$ cat src/rtl/load_store_unit.sv
// Multi-cycle load/store unit: one request at a time, lane placement, write masks and load extension.
// Optional MISALIGNED_SPLIT_EN: accesses crossing an NB boundary are issued as two aligned beats.
module load_store_unit #(
  parameter int XLEN   = 32,
  parameter int ADDR_W = 32
) (
  input  logic              i_clk,
  input  logic              i_rst_n,
  input  logic              i_req_valid,
  output logic              o_req_ready,
  input  logic              i_req_store,
  input  logic [2:0]        i_req_funct3,
  input  logic [ADDR_W-1:0] i_req_addr,
  input  logic [XLEN-1:0]   i_req_wdata,
  output logic              o_rsp_valid,
  output logic              o_rsp_err,
  output logic [XLEN-1:0]   o_rsp_rdata,
  output logic              o_mem_valid,
  input  logic              i_mem_ready,
  output logic              o_mem_we,
  output logic [ADDR_W-1:0] o_mem_addr,
  output logic [XLEN-1:0]   o_mem_wdata,
  output logic [XLEN/8-1:0] o_mem_wmask,
  input  logic [XLEN-1:0]   i_mem_rdata
);

  localparam int NB  = XLEN / 8;
  localparam int OFS = $clog2(NB);
  localparam int SHW = OFS + 3;
`ifdef MISALIGNED_SPLIT_EN
  localparam int SPAN = 2;
`else
  localparam int SPAN = 1;
`endif

  typedef enum logic [1:0] {
    S_IDLE,
    S_BEAT0,
`ifdef MISALIGNED_SPLIT_EN
    S_BEAT1,
`endif
    S_RESP
  } state_t;

  state_t          r_state;
  logic            r_store;
  logic [2:0]      r_funct3;
  logic [OFS-1:0]  r_off;

  logic [OFS-1:0]       w_off;
  logic [3:0]           w_size;
  logic                 w_illegal;
  logic                 w_err_req;
  logic                 w_last_beat;
  logic [SPAN*XLEN-1:0] w_wdata_sh;
  logic [SPAN*NB-1:0]   w_size_ones;
  logic [SPAN*NB-1:0]   w_wmask_sh;
  logic [SPAN*XLEN-1:0] w_rd_pair;
  logic [XLEN-1:0]      w_field;
  logic [6:0]           w_nbits;
  logic [XLEN-1:0]      w_keep;
  logic [SHW-1:0]       w_sign_idx;
  logic                 w_sign;
  logic [XLEN-1:0]      w_ext;

  assign w_off  = i_req_addr[OFS-1:0];
  assign w_size = 4'd1 << i_req_funct3[1:0];

  always_comb begin
    w_illegal = i_req_store ? i_req_funct3[2] : (i_req_funct3 == 3'b111);
    if (XLEN == 32 && (i_req_funct3[1:0] == 2'b11 || i_req_funct3 == 3'b110))
      w_illegal = 1'b1;
  end

`ifdef MISALIGNED_SPLIT_EN
  logic            r_split;
  logic [XLEN-1:0] r_lo;
  logic [XLEN-1:0] r_wdata_hi;
  logic [NB-1:0]   r_wmask_hi;
  logic [4:0]      w_end;
  logic            w_split;

  assign w_end       = 5'(w_off) + 5'(w_size);
  assign w_split     = w_end > 5'(NB);
  assign w_err_req   = w_illegal;
  assign w_last_beat = (r_state == S_BEAT1) || !r_split;
  assign w_rd_pair   = (r_state == S_BEAT1) ? {i_mem_rdata, r_lo} : {{XLEN{1'b0}}, i_mem_rdata};
`else
  logic w_misalign;

  assign w_misalign  = (4'(w_off) & (w_size - 4'd1)) != 4'd0;
  assign w_err_req   = w_illegal | w_misalign;
  assign w_last_beat = 1'b1;
  assign w_rd_pair   = i_mem_rdata;
`endif

  // Store data and mask are shifted into a (possibly two-beat) lane window once, at accept time.
  assign w_wdata_sh  = (SPAN*XLEN)'(i_req_wdata) << {w_off, 3'b000};
  assign w_size_ones = ~({(SPAN*NB){1'b1}} << w_size);
  assign w_wmask_sh  = w_size_ones << w_off;

  assign w_field    = XLEN'(w_rd_pair >> {r_off, 3'b000});
  assign w_nbits    = 7'd8 << r_funct3[1:0];
  assign w_keep     = ~({XLEN{1'b1}} << w_nbits);
  assign w_sign_idx = SHW'(w_nbits - 7'd1);
  assign w_sign     = ~r_funct3[2] & w_field[w_sign_idx];
  assign w_ext      = (w_field & w_keep) | (~w_keep & {XLEN{w_sign}});

  always_ff @(posedge i_clk or negedge i_rst_n) begin
    if (!i_rst_n) begin
      r_state     <= S_IDLE;
      r_store     <= 1'b0;
      r_funct3    <= 3'b000;
      r_off       <= '0;
      o_req_ready <= 1'b1;
      o_rsp_valid <= 1'b0;
      o_rsp_err   <= 1'b0;
      o_rsp_rdata <= '0;
      o_mem_valid <= 1'b0;
      o_mem_we    <= 1'b0;
      o_mem_addr  <= '0;
      o_mem_wdata <= '0;
      o_mem_wmask <= '0;
`ifdef MISALIGNED_SPLIT_EN
      r_split     <= 1'b0;
      r_lo        <= '0;
      r_wdata_hi  <= '0;
      r_wmask_hi  <= '0;
`endif
    end else begin
      case (r_state)
        S_IDLE: begin
          if (i_req_valid) begin
            o_req_ready <= 1'b0;
            r_store     <= i_req_store;
            r_funct3    <= i_req_funct3;
            r_off       <= w_off;
            if (w_err_req) begin
              r_state     <= S_RESP;
              o_rsp_valid <= 1'b1;
              o_rsp_err   <= 1'b1;
              o_rsp_rdata <= '0;
            end else begin
              r_state     <= S_BEAT0;
              o_mem_valid <= 1'b1;
              o_mem_we    <= i_req_store;
              o_mem_addr  <= {i_req_addr[ADDR_W-1:OFS], {OFS{1'b0}}};
              o_mem_wdata <= w_wdata_sh[XLEN-1:0];
              o_mem_wmask <= i_req_store ? w_wmask_sh[NB-1:0] : '0;
`ifdef MISALIGNED_SPLIT_EN
              r_split     <= w_split;
              r_wdata_hi  <= w_wdata_sh[2*XLEN-1:XLEN];
              r_wmask_hi  <= i_req_store ? w_wmask_sh[2*NB-1:NB] : '0;
`endif
            end
          end
        end
`ifdef MISALIGNED_SPLIT_EN
        S_BEAT0, S_BEAT1: begin
`else
        S_BEAT0: begin
`endif
          if (i_mem_ready) begin
            if (w_last_beat) begin
              r_state     <= S_RESP;
              o_mem_valid <= 1'b0;
              o_mem_we    <= 1'b0;
              o_mem_wmask <= '0;
              o_rsp_valid <= 1'b1;
              o_rsp_err   <= 1'b0;
              o_rsp_rdata <= r_store ? '0 : w_ext;
            end
`ifdef MISALIGNED_SPLIT_EN
            else begin
              r_state     <= S_BEAT1;
              r_lo        <= i_mem_rdata;
              o_mem_addr  <= o_mem_addr + ADDR_W'(NB);
              o_mem_wdata <= r_wdata_hi;
              o_mem_wmask <= r_wmask_hi;
            end
`endif
          end
        end
        S_RESP: begin
          r_state     <= S_IDLE;
          o_req_ready <= 1'b1;
          o_rsp_valid <= 1'b0;
          o_rsp_err   <= 1'b0;
          o_rsp_rdata <= '0;
        end
        default: r_state <= S_IDLE;
      endcase
    end
  end

endmodule

$ cat config.mk
export PLATFORM = sky130hd
export DESIGN_NAME = load_store_unit
export DESIGN_NICKNAME = d
export VERILOG_FILES = /design/src/rtl/load_store_unit.sv
export SDC_FILE = /design/constraint.sdc
export NUM_CORES = 1
export LEC_CHECK = 0
export CAP_MARGIN = 0
export CORE_ASPECT_RATIO = 1.25
export CORE_MARGIN = 1.5
export CORE_UTILIZATION = 48
export CTS_BUF_LIST = sky130_fd_sc_hd__clkbuf_16
export DETAILED_ROUTE_END_ITERATION = 16
export HOLD_SLACK_MARGIN = 0.12
export PLACE_DENSITY = 0.87
export RECOVER_POWER = 50
export SLEW_MARGIN = 30
export SYNTH_ARGS = -nofsm -noshare
export SYNTH_HDL_FRONTEND = slang
export SYNTH_SLANG_ARGS = --single-unit
export TNS_END_PERCENT = 50
$ cat constraint.sdc
create_clock -name i_clk -period 5.6 [get_ports i_clk]
set_input_delay 1.12 -clock i_clk [delete_from_list [all_inputs] [get_ports i_clk]]
set_output_delay 1.12 -clock i_clk [all_outputs]
set_load 0.005 [all_outputs]
# After elaboration in Yosys (flattened, before gate mapping)
# Index checks and enable logic that the tools add are counted.
[totals]
in_bits = 104
word_cells = 87
out_inout_bits = 105
ff_bits = 111
[op_classes]
reduce_logical = 12
n_mux = 32
n_lt_le_gt_ge = 1
eq_ne = 9
addsub = 2
shifts = 7
n_bitwise = 11
[op_table]
columns = ["cell", "count"]
rows = [
  ["$mux W32", 4],
  ["$pmux W32 S3", 1],
  ["$and A32 B32 Y32", 2],
  ["$not A32 Y32", 2],
  ["$or A32 B32 Y32", 1],
  ["$shl A32 B5 Y32", 1],
  ["$shl A32 B7 Y32 const A", 1],
  ["$shr A32 B5 Y32", 1],
  ["$mux W4", 4],
  ["$mux W1", 12],
  ["$ne A2 B2 Y1 const B", 4],
  ["$pmux W4 S2", 1],
  ["$reduce_and A4 Y1", 2],
  ["$shl A4 B2 Y7 const A", 1],
  ["$eq A3 B3 Y1 const B", 2],
  ["$lt A5 B6 Y1 const B", 1],
  ["$mux W2", 3],
  ["$pmux W1 S2", 3],
  ["$pmux W1 S3", 2],
  ["$reduce_and A2 Y1", 3],
  ["$bmux W1 S5", 1],
  ["$sub A5 B1 Y5 const B", 1],
  ["$and A2 B4 Y4", 1],
  ["$eq A2 B2 Y1 const B", 2],
  ["other kinds (16)", 18],
]

# Logic depth before layout (Yosys ltp)
[logic_depth]
word_depth = 10
depth_mapped = 9
mapped_depth_nobuf = 6

# Worst setup path before layout
# No wires, ideal clock.
[synth_timing]
path_type = "input to register"
startpoint = "in i_req_funct3[0]"
endpoint = "reg o_rsp_rdata[30]"
cell_stages = 5
arrival_time_ps = 2285
t_required_ps = 5454
path_buffers = 1
setup_slack_ps = 3169
setup_ps = 146
path_cell_list = "nor4_2 -> o32ai_1 -> nand2_1 -> clkbuf_1 -> o221ai_1"
[synth_via]
elab_chain_cells = 7
elab_cells_between_ends = 13
classes_between = "add/sub (1); eq/ne (4); shift (1); mux (2); bitwise (2); reduce/logical (3)"
[synth_lines]
columns = ["item", "line_no", "text"]
rows = [
  ["start: declaration", "12", "input logic [2:0] i_req_funct3,"],
  ["$shl A1 B2 Y4", "67", "assign w_size = 4'd1 << i_req_funct3[1:0];"],
  ["$sub A4 B1 Y4", "91", "assign w_misalign = (4'(w_off) & (w_size - 4'd1)) != 4'd0;"],
  ["$and A2 B4 Y4", "91", ""],
  ["$reduce_bool A4 Y1", "91", ""],
  ["$or A1 B1 Y1 *", "92", "assign w_err_req = w_illegal | w_misalign;"],
  ["$ne A2 B2 Y1 (no line) *", "n/a", ""],
  ["$reduce_and A4 Y1 (no line) *", "n/a", ""],
  ["end signal: assignment", "171", "o_rsp_rdata <= r_store ? '0 : w_ext;"],
  ["end: declaration", "17", "output logic [XLEN-1:0] o_rsp_rdata,"],
]
# Mark *: on every way between the ends. The rest lies on a longest branch, timed or not.
# A chain may end at the register's enable or synchronous reset.

==> impl_metrics.env <==
export IMPL_leakagePower_nw=3.315
export IMPL_dieWidth_um=97.78
export IMPL_clock_sinks=111
export IMPL_endpoint_kind="asynchronous set/reset pin"
export IMPL_post_cts_buffers=0
export IMPL_cts_tree="built"
export IMPL_hold_depth=2
export IMPL_start_kind="primary input"
export IMPL_rsz0062_at_grt="no"
export IMPL_fin_skew_ps=6.021
export IMPL_grt_pass1_wl_um=24010
export IMPL_synthTopCellsByArea="dfrtp_1, mux2_2, mux2i_1"
export IMPL_yosysWarnings=0
export IMPL_synth_seq_cells=111
export IMPL_detail_route_antenna_nets=0
export IMPL_synth_top_area_share_pct=51.07
export IMPL_fin_tns_setup_ps=0
export IMPL_clkPwrFrac_pct=18.5
export IMPL_synth_main_ff_cell="dfrtp_1"
export IMPL_grt_util_all_layers_pct=25.54
export IMPL_clock_tree_buffer_depth=2
export IMPL_cp_top_family="buffers and inverters"
export IMPL_nets=780
export IMPL_postCtsResizedCells=0
export IMPL_dpl_instance_area_mm2=0.007513
export IMPL_period_needed_ps=3537
export IMPL_p_seq_share_pct=39.1
export IMPL_highest_layer="met4"
export IMPL_fin_area_mm2=0.007785
export IMPL_drc=0
export IMPL_n_fill_cell=781
export IMPL_antenna_cells=0
export IMPL_dieHeight_um=121.5
export IMPL_synth_most_common_cell="dfrtp_1"
export IMPL_critPathMaxFanout=61
export IMPL_grt_pass1_vias=4665
export IMPL_fmax_mhz=282.7
export IMPL_place_ws_ps=1913
export IMPL_postCtsHoldBufs=0
export IMPL_synth_edf_count=0
export IMPL_drt_wirelength_per_cell_um=18.83
export IMPL_ys_async_sr_fraction_pct=100.0
export IMPL_pwr_share_comb_pct=42.5
export IMPL_worstHoldStart="o_mem_wdata[9]"
export IMPL_required_ps=5980
export IMPL_power_switching_mw=1.097
export IMPL_path_cells="clkbuf_1 -> buf_4"
export IMPL_violations="capacitance limit, slew limit"
export IMPL_grt_overflow_total=0
export IMPL_setup_viol=0
export IMPL_std_cell_rows=43
export IMPL_synth_top_area_cell="dfrtp_1"
export IMPL_met3WireLength_um=1262
export IMPL_seqCellArea_mm2=0.002779
export IMPL_maxSlewViolCount=52
export IMPL_io_buffer_count=206
export IMPL_setup_slack_ps=2063
export IMPL_synth_cell_types=45
export IMPL_die_area_mm2=0.01188
export IMPL_wl_met1_um=5858
export IMPL_worst_pin_slew_ps=2679
export IMPL_h_tree_depth=3
export IMPL_rr_endpoint="o_rsp_rdata[26]"
export IMPL_cp_slowest_cell="clkbuf_1"
export IMPL_drtPass1Iterations=5
export IMPL_cp_buffers_inverters=2
export IMPL_period_share_pct=63.16
export IMPL_r2r_start="r_state[0]"
export IMPL_crit_type="primary input to asynchronous set/reset pin"
export IMPL_first_iter_violations=199
export IMPL_area_growth_synth_to_final_pct=44.43
export IMPL_drv_cap=1
export IMPL_met2_length_um=7869
export IMPL_coreArea_mm2=0.01103
export IMPL_reg2regPathDepth=6
export IMPL_initial_core_util_pct=48.87
export IMPL_outcome="complete, but fails checks"
export IMPL_ir_drop_v=0.0002634
export IMPL_hold_viol=0
export IMPL_avgSynthCellArea_um2=11.09
export IMPL_power_internal_mw=2.178
export IMPL_slew_headroom_pct=-78.62
export IMPL_powerDensity_mw_per_mm2=420.7
export IMPL_antenna_found_initial=0
export IMPL_grt_max_degree=68
export IMPL_crit_arrival_ps=3920
export IMPL_path_clk_slew_ps=70
export IMPL_hold_path_class="flip-flop to flip-flop"
export IMPL_slowest_delay_ps=1870
export IMPL_gp_congestion=0.8739
export IMPL_power_mw=3.275
export IMPL_syn_cell_area_mm2=0.005390
export IMPL_rrSetupSlack_ps=2810
export IMPL_synthCells=486
export IMPL_seq_area_frac_synth_pct=51.56
export IMPL_cts_buffers=9
export IMPL_ys_top_cells_by_count="dfrtp_1, mux2_2, nand2_1, o21ai_0, mux2i_1"
export IMPL_vias_per_cell=5.701
export IMPL_cts_root_buf="clkbuf_16"
export IMPL_hold_ws_ps=476.8
export IMPL_switching_share_pct=33.49
export IMPL_vias=4635
export IMPL_multi_input_area_mm2=0.002447
export IMPL_drive_gt1_share_pct=12.39
export IMPL_worstSkewPairLatency_ps=340
export IMPL_worstHoldEndpoint="o_mem_wdata[9]"
export IMPL_io_pins=209
export IMPL_routed_wl_um=15310
export IMPL_dp_hpwl_um=11120
## worst max-delay path by stage
| stage | from | end | slack [ps] | depth (start not counted) |
|---|---|---|---|---|
| 6_report | i_rst_n | o_mem_wdata[25] | 2060 | 2 |
| 4_1_cts | i_req_funct3[0] | o_mem_addr[24] | 2280 | 5 |
| 2_1_floorplan | i_req_funct3[0] | o_rsp_rdata[30] | 3170 | 5 |
| 3_3_place_gp | i_req_funct3[0] | o_mem_addr[3] | 2010 | 5 |
| 3_5_place_dp | i_req_funct3[0] | o_mem_addr[28] | 1910 | 5 |
| 5_1_grt | i_rst_n | o_rsp_rdata[17] | 1510 | 2 |
## per-stage QoR
step / std cells / utilization, %
after CTS: 813 / 70.64
after detailed placement: 797 / 68.12
after global routing: 813 / 70.58
after global placement: 797 / 68.12
after floorplan: 487 / -
final: 813 / 70.58
## sequential cells by signal, indices dropped and copies added, names as in the netlist
register	count
o_rsp_valid	1
r_funct3	3
r_state	2
o_rsp_rdata	32
r_store	1
o_mem_wmask	4
o_mem_we	1
r_off	2
o_mem_addr	30
o_mem_valid	1
o_req_ready	1
o_rsp_err	1
o_mem_wdata	32
## area by class of cell
type / instances / area share (%)
tap: 135 / 2.170
clock buffer: 9 / 2.893
timing repair buffer: 212 / 26.98
inverter: 3 / 0.1446
multi-input combinational: 336 / 31.44
clock inverter: 7 / 0.6750
sequential: 111 / 35.70
## power groups by stage
stage	Sequential [mW]	Combinational [mW]	Clock, mW
final	1.28	1.39	0.604
after global routing	1.31	1.50	0.645
after CTS	1.28	1.44	0.615
after detailed placement	1.29	1.43	0
after global placement	1.27	1.38	0
after floorplan	1.26	0.673	0
## kinds of logic (layout without fill, tap and decap cells)
family          after synthesis  count (layout)  synth area share [%]
buf+inv                      40             231                 3.273
compound gates              145             145                 17.90
other cells                   1               2               0.06957
flops                       111             111                 51.56
mux                          85              85                 17.20
fa+ha+maj                     3               3                0.6965
simple gates                101             101                 9.308
## per-layer routing
layer | vias to the layer above | track usage, %
li1 | 2146 | -
met1 | 2256 | 30.13
met2 | 210 | 45.01
met3 | 23 | 7.143
met4 | 0 | 8.214
met5 | - | 0
## layout by cell type (no fill, tap or decap), types with 5 or more instances in the layout
cell	count
buf_4	6
a211oi_1	9
dfrtp_1	110
o2bb2ai_1	8
o31ai_1	8
mux2_2	51
or4_1	7
o21ai_0	51
o211ai_1	7
a21oi_1	29
clkinv_4	5
o221ai_1	9
dlygate4sd3_1	45
nand2_1	52
a22o_1	13
nor2_1	16
clkbuf_16	9
clkdlybuf4s50_1	160
mux2i_1	33
nand2b_1	5
nor2b_1	12
Note: power is estimated with default switching activity, not from simulation.
==> RTL change 1 (same settings) <==
The 3 states of `state_t` get a one-hot encoding in 3 bits.
--- a/src/rtl/load_store_unit.sv
+++ b/src/rtl/load_store_unit.sv
@@ -33,13 +33,13 @@
   localparam int SPAN = 1;
 `endif
 
-  typedef enum logic [1:0] {
-    S_IDLE,
-    S_BEAT0,
+  typedef enum logic [2:0] {
+    S_IDLE  = 3'b001,
+    S_BEAT0 = 3'b010,
 `ifdef MISALIGNED_SPLIT_EN
     S_BEAT1,
 `endif
-    S_RESP
+    S_RESP  = 3'b100
   } state_t;
 
   state_t          r_state;
Check against the original RTL: same outputs for any inputs over 4 cycles, from zero or initial values and one cycle with i_rst_n low; so few cycles prove little.
==> RTL change 1 against the original RTL <==
  * The flow still finishes with violations (max-capacitance violations, max-slew violations)
  * Total power decreased by 3.3%
  * Highest routed layer unchanged
  * Final area decreased by 2.3%
  * Die area decreased by 2.8%
  * Area after synthesis shrank 2.9%
  * Worst setup slack lost 510 ps
  * Sequential cell count increased by 1
  * Largest cell class unchanged
  * Critical path type is now input port to flip-flop
  * Via count rose by 0.78%
  * Synthesized cell count up 4.9%
  * Routed wire length is 2.0% lower
==> RTL change 1: results (changes against the original RTL) <==
worst vdd ir=0.000285 V (+8.2%); total iterations of the first detailed-routing run=4 (-1); Post-Synth Adder-Cell Area=0% (-0.70 points); register area share after synthesis=53.6% (+2.0 points); number of global-route vias before repair=4,755 (+1.9%); internal power=2.11 mW (-3.2%); status=complete, but fails checks; CP max stage delay=1350 ps (-520 ps); diodes inserted=0 (unchanged); Area contributors post-synth=dfrtp_1 (53%), nand2_1 (9.9%), mux2i_1 (5.9%); WL per Instance=18.0 um (-4.3%); routed via count=4,671 (+0.78%); Synth Warn #=0 (unchanged); Synth Area in Compound Gates=16.5% (-1.4 points); Worst EP arrival=4300 ps (+380 ps); length in cells of the worst reg-to-reg path=4 (-2); Worst path top cell family by delay=simple AND/OR/NAND/NOR gates; Setup Skew=6.53 ps (+0.508 ps); clock buffer depth=2 (unchanged); Lkg Pwr=3.47 nW (+4.6%); Critical-path top delay cell=nor4bb_1; most common library cells after synthesis=nand2_1 (138), dfrtp_1 (110), o21ai_0 (34); first-pass GRT wire length=23,300 um (-3.1%); DP Worst Slack=1530 ps (-386 ps); # setup viols final=0 (unchanged); nets@finish=800 (+2.6%); crit path max fanout=57 (-6.6%); dpl hpwl=11,100 um (-0.12%); CTS Buf Count=9 (unchanged); Top FF cell, synth=dfrtp_1; Largest regs=o_mem_wdata: 32 flops, o_rsp_rdata: 32 flops, o_mem_addr: 30 flops; WHS Path Cells=2 (unchanged); max cap viols=2 (+1); drt initial violations=169 (-15%); H-tree levels=3 (unchanged); failing checks=max-capacitance violations, max-slew violations; Setup Buffers After CTS=0 (unchanged); layout cells sized above 1=7.56% (-4.8 points); XOR/XNOR share of the synthesized area=0% (unchanged); Worst-Margin Slew=2080 ps (-601 ps); largest net degree at the start of global routing=76 (+12%); Final Max Tran Viols=49 (-5.8%); Tot GR Track Use=26.5% (+0.99 points); Hold Path Class=flip-flop to flip-flop; post-CTS sizing=0 (unchanged); Synth cell types=41 (-8.9%); mux cell area share after synthesis=10.9% (-6.3 points); GP Congestion=0.844 (-3.5%); IO buf count=206 (unchanged); initial antenna violation count=0 (unchanged)
## RTL change 1: cell count changes after synthesis, moves of 5 or more
cell and change:
a21oi_1 -11, a221o_1 +24, clkbuf_1 -5, mux2_2 -30
nand2_1 +87, o211ai_1 -7, o21ai_0 -17, o221ai_1 -9
o2bb2ai_1 -8, or4_1 -7
## RTL change 1: area by class of cell
cell class	instances	area, um2
Multi-Input combinational cell	358	2250
Timing Repair Buffer	212	2100
Clock buffer	9	225
Clock inverter	7	46.3
Tap cell	132	165
Inverter	3	11.3
Fill cell	775	3010
Sequential cell	112	2810
## RTL change 1: worst paths after layout
kind,startpoint,end,slack [ps]
min reg2reg,o_mem_addr[17],o_mem_addr[17],480
max reg2reg,r_state[0],o_mem_wdata[14],2390
min,o_mem_addr[17],o_mem_addr[17],480
max in group asynchronous,i_rst_n,o_mem_wdata[26],2440
max,i_req_valid,o_mem_wdata[14],1560
min in group asynchronous,i_rst_n,o_rsp_rdata[21],790
## RTL change 1: stage by stage
stage,instance area (um2),hold slack (ps),instances,power [mW],util (%)
2_1_floorplan,5240,470,511,1.85,-
3_3_place_gp,7340,457,817,2.57,69.2
3_5_place_dp,7340,466,817,2.63,69.2
4_1_cts,7610,485,833,3.24,71.7
5_1_grt,7610,491,833,3.35,71.7
6_report,7610,481,833,3.17,71.7
## RTL change 1: power groups by stage
stage | clock (mW) | combinational, mW | sequential [mW]
after floorplan | 0 | 0.577 | 1.28
after global placement | 0 | 1.27 | 1.30
after detailed placement | 0 | 1.32 | 1.31
final | 0.594 | 1.27 | 1.30
after global routing | 0.636 | 1.38 | 1.34
after CTS | 0.606 | 1.32 | 1.31
## RTL change 1: per-layer routing
metal	wire (um)	GRT usage, %
met1	5730	30.6
met2	7480	44.2
met3	1140	7.22
met4	660	13.9
met5	0	0
==> RTL change 2 (same settings) <==
Without the edit above. Add a define of `MISALIGNED_SPLIT_EN`.
--- a/src/rtl/load_store_unit.sv
+++ b/src/rtl/load_store_unit.sv
@@ -1,5 +1,7 @@
 // Multi-cycle load/store unit: one request at a time, lane placement, write masks and load extension.
 // Optional MISALIGNED_SPLIT_EN: accesses crossing an NB boundary are issued as two aligned beats.
+`define MISALIGNED_SPLIT_EN
+
 module load_store_unit #(
   parameter int XLEN   = 32,
   parameter int ADDR_W = 32
Check against the original RTL: not equivalent (Yosys sat finds a counterexample within 4 cycles, from zero or initial values and one cycle with i_rst_n low).
==> RTL change 2 against the original RTL <==
  * The flow still finishes with violations (max-capacitance violations, max-slew violations)
  * Non-clock buffer count up 10
  * Area after synthesis up 79%
  * Worst setup slack worse by 230 ps
  * Critical path depth up 5
  * Routed wire length up 85%
  * Sequential power up 67%
  * Final area up 59%
  * Sequential cell count up 61
  * Utilization down 7.3 points
  * Die area up 77%
  * Total power up 110%
  * Critical path type is now input port to flip-flop
==> RTL change 2: results (changes against the original RTL) <==
status=complete, but fails checks; failing checks=max-capacitance violations, max-slew violations; layout cells sized above 1=12.2% (-0.17 points); CP max stage delay=810 ps (-1060 ps); H-tree levels=4 (+1); internal power=4.00 mW (+84%); max cap viols=1 (unchanged); worst vdd ir=0.000542 V (+110%); largest net degree at the start of global routing=98 (+44%); dpl cells=1,421 (+78%); DP Worst Slack=1640 ps (-275 ps); dpl hpwl=20,000 um (+80%); WL per Instance=19.5 um (+3.4%); final setup margin=1840 ps (-226 ps); crit path max fanout=42 (-31%); Worst path top cell family by delay=compound AO/OA/AOI/OAI gates; Lkg Pwr=5.26 nW (+59%); cell count after synthesis=1,014 (+110%); CTS Buf Count=17 (+8); combinational fraction of design power=49.5% (+7.0 points); Tot GR Track Use=27.3% (+1.8 points); Setup Skew=9.18 ps (+3.16 ps); root buffer cell=clkbuf_16; Largest regs=o_mem_wdata: 32 flops, o_rsp_rdata: 32 flops, r_lo: 32 flops; R2R setup slack=2380 ps (-430 ps); nets@finish=1,288 (+65%); GP Congestion=0.902 (+3.2%); Filler Cell Count=1,571 (+100%); worst hold slack=472 ps (-4.43 ps); Worst EP arrival=4090 ps (+170 ps); first-pass GRT wire length=44,500 um (+85%); Synth cell types=61 (+36%); Pwr Total=6.78 mW (+110%); Area contributors post-synth=dfrtp_1 (44%), mux2_2 (7.9%), nand2_1 (5.8%); Final Max Tran Viols=98 (+88%); final std cells w/o fill=1,453 (+79%); vias per cell=6.11 (+7.1%); relative slew slack=-64.3% (+14 points); Clk pwr share=19.0% (+0.5 points); number of global-route vias before repair=8,438 (+81%); Critical-path top delay cell=or3_2
[RTL change 2: metal layers]
metal | global-route usage [%] | vias up | part of all wire (%)
li1 | - | 4045 | -
met1 | 33.9 | 4283 | 38
met2 | 44.2 | 465 | 49
met3 | 5.07 | 80 | 7.9
met4 | 16.0 | 0 | 5.1
met5 | 0 | - | 0
[RTL change 2: cells by family after synthesis]
kind of cell	share of synthesized area, %
and+or+nand+nor	17.8
AOI/OAI and AO/OA	17.9
DFF	44.6
muxes	13.7
buffers and inverters	4.77
adders and majority gates	1.24
other	0.0388
[RTL change 2: path summary, 6_finish.rpt]
| kind | start | end | cells after the start |
|---|---|---|---|
| setup / recovery | i_req_funct3[0] | o_mem_wdata[4] | 7 |
| hold / removal | o_mem_wdata[16] | o_mem_wdata[16] | 2 |
| setup reg to reg | r_state[0] | o_mem_wdata[4] | 9 |
| hold reg to reg | o_mem_wdata[16] | o_mem_wdata[16] | 2 |
| max in group asynchronous | i_rst_n | r_wmask_hi[1] | 2 |
| min in group asynchronous | i_rst_n | r_lo[14] | 1 |
[RTL change 2: worst reg2reg max path, cell delays in order (launching register included)]
cell and delay, ps:
dfrtp_1 380, inv_1 150, ha_2 350, inv_1 100, buf_4 400, a21oi_1 200
or3_2 760, buf_4 410, a221oi_1 290, nor2_1 60
[RTL change 2: stage by stage]
stage,utilization (%),cell area [um2]
2_1_floorplan,-,9660
3_3_place_gp,60.0,11800
3_5_place_dp,60.0,11800
4_1_cts,63.2,12400
5_1_grt,63.2,12400
6_report,63.2,12400
[RTL change 2: final cells by class]
cell class              instances  share of cell area, %
multi-input cells             748                   39.5
flip-flops and latches        172                   34.7
repair buffers                222                   17.6
clock buffers                  17                   3.43
well taps                     265                   2.67
clock inverters                14                   1.67
inverters                      14                  0.424
diodes                          1                 0.0202
